===== src/rtl/ring_rotator.sv =====
// ring_rotator
//   Ring of NREGS registers, WIDTH bits each. Commands arrive over a
//   valid/ready handshake and either hold, parallel-load, or rotate the ring
//   forward/reverse by cmd_amt single-position steps (one step per clock).
//   A registered one-cycle done pulse marks completion of every command.
//
// Ports
//   clk        clock, rising edge
//   reset      asynchronous, active-high reset
//   cmd_valid  command valid
//   cmd_ready  high while IDLE (command can be accepted)
//   cmd_op     00 HOLD, 01 ROT_FWD, 10 ROT_REV, 11 LOAD
//   cmd_amt    step count for rotations
//   load_data  parallel image for LOAD; reg[i] = bits [i*WIDTH +: WIDTH]
//   regs_out   current ring contents, same packing
//   busy       high while ROTATE
//   done       one-cycle completion pulse
module ring_rotator #(
  parameter int unsigned WIDTH = 4,
  parameter int unsigned NREGS = 3,
  parameter int unsigned AMT_W = 4,
  parameter logic [WIDTH*NREGS-1:0] RESET_VALS = {4'hC, 4'h8, 4'h5}
) (
  input  logic                     clk,
  input  logic                     reset,
  input  logic                     cmd_valid,
  output logic                     cmd_ready,
  input  logic [1:0]               cmd_op,
  input  logic [AMT_W-1:0]         cmd_amt,
  input  logic [WIDTH*NREGS-1:0]   load_data,
  output logic [WIDTH*NREGS-1:0]   regs_out,
  output logic                     busy,
  output logic                     done
);

  localparam int unsigned W = WIDTH * NREGS;

  localparam logic ST_IDLE   = 1'b0;
  localparam logic ST_ROTATE = 1'b1;

  localparam logic [1:0] OP_HOLD = 2'b00;
  localparam logic [1:0] OP_FWD  = 2'b01;
  localparam logic [1:0] OP_REV  = 2'b10;
  localparam logic [1:0] OP_LOAD = 2'b11;

  localparam logic [AMT_W-1:0] AMT_ONE = AMT_W'(1);

  logic             state;
  logic [W-1:0]     ring;
  logic [AMT_W-1:0] cnt;
  logic             dir_rev;

  // One single-position step of the whole ring. Forward moves reg[i] into
  // reg[i+1] (a left shift of the packed image by one register, wrapping the
  // top register into reg[0]); reverse is the mirror image.
  function automatic logic [W-1:0] step(input logic [W-1:0] img, input logic rev);
    logic [W-1:0] r;
    if (rev)
      r = {img[WIDTH-1:0], img[W-1:WIDTH]};
    else
      r = {img[W-WIDTH-1:0], img[W-1 -: WIDTH]};
    return r;
  endfunction

  always_ff @(posedge clk or posedge reset) begin
    if (reset) begin
      ring    <= RESET_VALS;
      state   <= ST_IDLE;
      cnt     <= '0;
      dir_rev <= 1'b0;
      done    <= 1'b0;
    end else begin
      done <= 1'b0;
      case (state)
        ST_IDLE: begin
          if (cmd_valid) begin
            case (cmd_op)
              OP_HOLD: done <= 1'b1;
              OP_LOAD: begin
                ring <= load_data;
                done <= 1'b1;
              end
              OP_FWD, OP_REV: begin
                if (cmd_amt == '0) begin
                  done <= 1'b1;
                end else begin
                  // The first step happens on the accept edge itself.
                  ring <= step(ring, cmd_op == OP_REV);
                  if (cmd_amt == AMT_ONE) begin
                    done <= 1'b1;
                  end else begin
                    cnt     <= cmd_amt - AMT_ONE;
                    dir_rev <= (cmd_op == OP_REV);
                    state   <= ST_ROTATE;
                  end
                end
              end
              default: done <= 1'b0;
            endcase
          end
        end
        ST_ROTATE: begin
          ring <= step(ring, dir_rev);
          cnt  <= cnt - AMT_ONE;
          if (cnt == AMT_ONE) begin
            done  <= 1'b1;
            state <= ST_IDLE;
          end
        end
        default: state <= ST_IDLE;
      endcase
    end
  end

  assign cmd_ready = (state == ST_IDLE);
  assign busy      = (state == ST_ROTATE);
  assign regs_out  = ring;

endmodule


===== config.mk =====
export PLATFORM = sky130hd
export DESIGN_NAME = ring_rotator
export DESIGN_NICKNAME = d
export VERILOG_FILES = /design/src/rtl/ring_rotator.sv
export SDC_FILE = /design/constraint.sdc
export NUM_CORES = 1
export LEC_CHECK = 0
export BUFFER_PORTS_ARGS = -buffer_cell sky130_fd_sc_hd__buf_2
export CAP_MARGIN = 40
export CORE_ASPECT_RATIO = 1.75
export CORE_MARGIN = 8
export CORE_UTILIZATION = 35
export DETAILED_ROUTE_END_ITERATION = 10
export GPL_TIMING_DRIVEN = 0
export PLACE_DENSITY = 0.65
export SLEW_MARGIN = 5
export SYNTH_ARGS = -nofsm -noshare
export SYNTH_HDL_FRONTEND = slang
export SYNTH_SLANG_ARGS = --single-unit

===== constraint.sdc =====
create_clock -name clk -period 2 [get_ports clk]
set_input_delay 0.1 -clock clk [delete_from_list [all_inputs] [get_ports clk]]
set_output_delay 0.1 -clock clk [all_outputs]
set_load 0.02 [all_outputs]

==> run summary, run 1 <==
Max VDD drop -> 0.712 mV
CTS max path bufs -> 2
Multi-input gate area -> 931 sq um
Total track usage -> 12.4%
Worst Tran Pin Value -> 0.734 ns
Post-DRT Antenna Nets -> 0
Postcts setup bufs -> 0
Clk_lat worst skew -> 0.26 ns
GR Overflow Total -> 0
Commonest cells post-synth -> mux2i_1, a21oi_1, dfrtp_1
Crit Path Max Fanout -> 10
Area contributors post-synth -> dfrtp_1, mux2i_1, o211ai_2
Setup TNS -> 0 ns
Leak pwr -> 0.000788 uW
Via count -> 1257
Adder-Cell Fraction of Synth Area -> 4.99%
Biggest cell delay along the critical path -> 0.58 ns
Synth warn -> 0
Non-Filler Instances -> 236
Final core occ -> 43.3%
Routability congestion estimate from global placement -> 0.773
WP data arrival -> 1.69 ns
Pre-CTS WS -> 0.205 ns
Drt drc -> 0
First-pass GRT wire length -> 6700 microns
Synth Area in Compound Gates -> 26.9%
Clock skew -> 0.00126 ns
Initial antenna violation count -> 0
# IOs -> 36
CTS sink cnt -> 19
Asr flop ratio synth -> 100%
Sequential cell area fraction in the yosys report -> 32.0%
Num CTS Buffers -> 3
Starting Density -> 36.3%
Final wirelength -> 3880 microns
Setup violations, final -> 0
Max cap viols -> 0
Avg Vias per Cell -> 5.33
Post-synth top flop -> dfrtp_1
Main combinational cell family by area after synthesis -> compound AO/OA/AOI/OAI gates
H-tree level count -> 1
RSZ-0062 raised after global routing -> false
Post-Syn Area -> 0.00151 sq mm
CP Launch Type -> flip-flop
Num rows -> 31
Clock-pin slew on the worst setup and hold paths -> 0.07 ns
Fillers -> 423
Reg area -> 482 sq um
Yosys top cell area share -> 23.3%
Final Critical Period -> 1.57 ns
Post-CTS resize count -> 0
Overall power -> 2520 uW
CTS tree -> yes
Mux share of post-synthesis cell area -> 18.7%
Outcome -> finished clean
Max-Slew Margin vs Limit -> 51.0%
WS Path Type -> flip-flop to flip-flop
Most common cell in the synthesized netlist -> mux2i_1
Hold Crit Class -> primary input to flip-flop
Placed cells -> 231
Syn avg cell area -> 10.2 sq um
Vias in the first global route -> 1389
Xor and xnor area share after synthesis -> 1.75%
Worst Setup Slack, final -> 0.425 ns
Core footprint -> 0.00415 sq mm
Crit path cell chain -> buf_2 > clkbuf_1 > mux2i_1 > a22oi_2
Layout cells sized above 1 -> 40.6%
Port-buffer cells -> 35
Average wire per standard cell -> 16.4 microns
Clk root buf -> clkbuf_8
DRT iter0 DRCs -> 86
Synth unique cells -> 33
Inserted Diodes -> 0
Final Slew Violations -> 0
Power Density -> 1400 mW/mm^2
Mapped Cells -> 147
FMAX -> 635 MHz
Worst Setup End Kind -> flip-flop
Die area -> 0.00674 sq mm
Final hold viol count -> 0
CP max stage cell -> clkbuf_1
EDFF count, synth -> 0
Largest net degree at the start of global routing -> 20
Hold buffers post-CTS -> 1
Area delta synth->final -> 19.4%
NumNets Final -> 215
Synth Area in Simple Gates -> 9.48%
Final Cycle Share -> 78.7%
Seq cells post-synth -> 19
Synthesized Nets -> 174
Pre-antenna DRT Iters -> 4
Worst path required time -> 2.11 ns
Die Span X -> 65.6 microns
Die Height -> 103 microns
Dpl hpwl -> 2930 microns
Largest area contributor in the netlist -> dfrtp_1
-- layout make-up --
cell class	count	share of cell area, %
plain buffers	11	3.48
well taps	49	3.41
inverters	8	1.67
flip-flops and latches	19	26.8
clock buffers	4	2.51
repair buffers	36	10.3
multi-input cells	109	51.8
-- metrics by stage --
| stage | area, sq um | hold WS [ns] |
|---|---|---|
| final | 1800 | 0.160 |
| after detailed placement | 1740 | 0.265 |
| after floorplan | 1510 | 0.0474 |
| after global placement | 1740 | 0.252 |
| after CTS | 1800 | 0.159 |
| after global routing | 1800 | 0.169 |
-- per-layer routing --
metal	GRT usage (%)	share of wire [%]
met2	21.9	54
met3	2.29	3.7
met1	14.4	40
met4	4.73	1.8
met5	0	0
-- critical path, delay by kind of cell, from the launching register on --
family	cells	cell delay [ns]
buf+inv	2	0.74
flops	1	0.32
mux	1	0.30
compound gates	1	0.07
-- flip-flops by register name, indices dropped and copies added, names as in the netlist --
signal / flops
busy: 1
cnt: 4
dir_rev: 1
done: 1
regs_out: 12
-- path summary, 6_finish.rpt --
check                           cells past startpoint    startpoint  slack (ns)           to
worst max-delay path                                4       dir_rev        0.43  regs_out[8]
worst min-delay path                                3  load_data[7]        0.16  regs_out[7]
worst max register to register                      4       dir_rev        0.43  regs_out[8]
worst min register to register                      1        cnt[0]        0.55       cnt[0]
max in group asynchronous                           3         reset        1.03  regs_out[3]
min in group asynchronous                           3         reset        0.51       cnt[1]
-- logic make-up after synthesis --
family                   Yosys count
AO/OA/AOI/OAI                     45
XOR/XNOR                           3
adder cells (fa/ha/maj)            6
buffers and inverters             19
flip-flops                        19
multiplexers                      28
AND/OR/NAND/NOR                   27
-- cells in the final DEF (no fill, tap or decap), types with 4 or more instances in the layout --
| cell | count |
|---|---|
| a22oi_2 | 10 |
| dfstp_2 | 5 |
| inv_1 | 7 |
| a21oi_1 | 14 |
| buf_2 | 40 |
| clkbuf_1 | 4 |
| mux2i_1 | 27 |
| nand2_1 | 13 |
| o211ai_2 | 11 |
| nor2_1 | 4 |
| dfrtp_1 | 14 |
| ha_1 | 6 |
-- report_power, final --
| part | total (uW) | switching (uW) | leakage, uW | internal [uW] |
|---|---|---|---|---|
| combinational | 1380 | 777 | 0.000554 | 599 |
| sequential | 867 | 252 | 0.000212 | 615 |
| clock | 273 | 131 | 0.0000228 | 142 |
(Power assumes the default switching activity.)
==> inputs of run 2 (changes only) <==
--- a/config.mk
+++ b/config.mk
@@ -12,7 +12,7 @@
 export CORE_UTILIZATION = 35
 export DETAILED_ROUTE_END_ITERATION = 10
 export GPL_TIMING_DRIVEN = 0
-export PLACE_DENSITY = 0.65
+export PLACE_DENSITY = 0.67
 export SLEW_MARGIN = 5
 export SYNTH_ARGS = -nofsm -noshare
 export SYNTH_HDL_FRONTEND = slang
==> constraint.sdc (replaced) <==
create_clock -name clk -period 1.4 [get_ports clk]
set_input_delay 0.07 -clock clk [delete_from_list [all_inputs] [get_ports clk]]
set_output_delay 0.07 -clock clk [all_outputs]
set_load 0.02 [all_outputs]
==> run 2 against run 1 <==
- core utilization rose by 0.42 points
- die area did not move
- first-iteration DRC count fell by 70%
- routed wire length fell by 5.2%
- clock power rose by 44%
- non-clock buffer count fell by 1
- final area rose by 0.98%
- critical path depth rose by 4
- sequential share of layout area fell by 0.26 points
- power rose by 42%
- hold slack got worse by 0.038 ns
==> run summary, run 2 (same netlist as run 1, synthesis figures left out) <==
Outcome -> finished clean
GR Overflow Total -> 0 (unchanged)
Final Cycle Share -> 94.0%
Final Critical Period -> 1.32 ns
Initial antenna violation count -> 0 (unchanged)
Commonest cells after routing, fill and taps aside -> buf_2, mux2i_1, a21oi_1, dfrtp_1, nand2_1
Clk root buf -> clkbuf_8
Worst Hold Launch -> load_data[11]
Starting Density -> 36.3% (unchanged)
CTS sink cnt -> 19 (unchanged)
Clk_lat worst skew -> 0.26 ns (about the same)
CP Launch Type -> primary input
Area delta synth->final -> 20.5%
Met2 Track Usage GR -> 20.2% (-1.8 points)
Most common cell after layout, fill and taps aside -> buf_2
Inserted Diodes -> 0 (unchanged)
WS Path Type -> primary input to flip-flop
Setup violations, final -> 0 (unchanged)
Pre-antenna DRT Iters -> 4 (unchanged)
Largest net degree at the start of global routing -> 20 (unchanged)
Final hold viol count -> 0 (unchanged)
Die area -> 0.00674 sq mm (unchanged)
H-tree level count -> 1 (unchanged)
Hold Crit Class -> primary input to flip-flop
Max-Slew Margin vs Limit -> 51.2% (+0.13 points)
Max VDD drop -> 1.03 mV (+44%)
First-pass GRT wire length -> 6170 microns (-7.9%)
Max cap viols -> 0 (unchanged)
Dpl hpwl -> 2830 microns (-3.5%)
Die Span X -> 65.6 microns (unchanged)
Met3 Resource Use GR -> 1.85% (-0.44 points)
Port-buffer cells -> 35 (unchanged)
Met1 Use GR -> 13.5% (-0.84 points)
Crit path cell chain -> buf_2 > inv_1 > ha_1 > or4b_4 > and3_4 > buf_8 > o211ai_2 > a22oi_2
Power Density -> 1970 mW/mm^2 (+41%)
NumNets Final -> 214 (-0.47%)
Layout cells sized above 1 -> 43.0% (+2.4 points)
Post-DRT Antenna Nets -> 0 (unchanged)
CTS max path bufs -> 2 (unchanged)
DRT iter0 DRCs -> 26 (-70%)
Largest register FFs -> 12 (unchanged)
RSZ-0062 raised after global routing -> false
Worst path required time -> 1.53 ns (-0.58 ns)
Leak pwr -> 0.000793 uW (+0.68%)
Setup TNS -> 0 ns (unchanged)
Num CTS Buffers -> 3 (unchanged)
# IOs -> 36 (unchanged)
Average wire per standard cell -> 15.6 microns (-4.8%)
Core footprint -> 0.00415 sq mm (unchanged)
Via count -> 1265 (+0.64%)
Reg-to-reg critical path startpoint -> cnt[0]
Postcts setup bufs -> 0 (unchanged)
Placed cell area -> 0.00176 sq mm (+0.93%)
WP data arrival -> 1.44 ns (-0.25 ns)
Clock skew -> 0.00624 ns (+0.00498 ns)
Total track usage -> 11.3% (-1.1 points)
Fillers -> 420 (-0.71%)
Drt drc -> 0 (unchanged)
Avg Vias per Cell -> 5.38 (+1.1%)
Vias in the first global route -> 1319 (-5.0%)
Worst Setup End Kind -> flip-flop
CP max stage cell -> or4b_4
Crit Path Max Fanout -> 10 (unchanged)
FMAX -> 760 MHz
Final Slew Violations -> 0 (unchanged)
Finished Cell Area -> 0.00181 sq mm (+0.98%)
Final wirelength -> 3680 microns (-5.2%)
Critical Path Source -> cmd_amt[0]
Biggest cell delay along the critical path -> 0.48 ns (-0.10 ns)
Worst Tran Pin Value -> 0.732 ns (-0.00197 ns)
Die Height -> 103 microns (unchanged)
Gr busiest metal -> met2
Routability congestion estimate from global placement -> 0.757 (-2.0%)
Num rows -> 31 (unchanged)
CTS tree -> yes
Clock-pin slew on the worst setup and hold paths -> 0.08 ns (about the same)
Tightest hold margin -> 0.122 ns (-0.0379 ns)
-- run 2: critical path: cells and delay by family --
family	cells	cell delay (ns)
AND/OR/NAND/NOR	2	0.66
buffers and inverters	3	0.33
adder cells (fa/ha/maj)	1	0.20
AO/OA/AOI/OAI	2	0.17
-- run 2: area by class of cell --
class / instances / area (sq um) / share of cell area [%]
buffer: 10 / 67.6 / 3.72
clock buffer: 4 / 45.0 / 2.48
inverter: 8 / 30.0 / 1.66
multi-input combinational: 109 / 943 / 52.0
sequential: 19 / 482 / 26.6
tap: 49 / 61.3 / 3.38
timing repair buffer: 36 / 185 / 10.2
-- run 2: metrics by stage --
stage / power [uW] / instances / utilization (%) / setup WS, ns
after CTS: 3600 / 235 / 43.6 / 0.0179
after global placement: 3170 / 231 / 42.4 / -0.238
after floorplan: 2660 / 147 / - / 0.00203
after detailed placement: 3220 / 231 / 42.4 / -0.250
after global routing: 3860 / 235 / 43.7 / 0.0189
final: 3570 / 235 / 43.7 / 0.0837
-- run 2: timing repair --
item	4_1_cts	5_1_grt
pin swaps	0	0
endpoints found under the hold margin	14	0
endpoints found under the setup margin	11	10
hold buffers	1	0
gates resized for setup	1	3
-- run 2: worst paths after layout --
path	to	cells after the start	slack [ns]
min in group asynchronous	regs_out[8]	3	0.48
worst max register to register	cnt[2]	5	0.09
max in group asynchronous	cnt[3]	3	0.45
worst min register to register	cnt[0]	1	0.55
worst max-delay path	regs_out[6]	8	0.08
worst min-delay path	regs_out[11]	3	0.12
-- run 2: report_power, final --
group	internal, uW	switching (uW)	total [uW]
Clock	202	189	392
Sequential	878	348	1230
Combinational	862	1090	1960
Total	1940	1630	3570
-- run 2: per-layer routing --
metal / vias up / wire length (microns)
met3: 2 / 128
met4: 0 / 21
li1: 621 / -
met1: 617 / 1590
met2: 25 / 1940
met5: - / 0
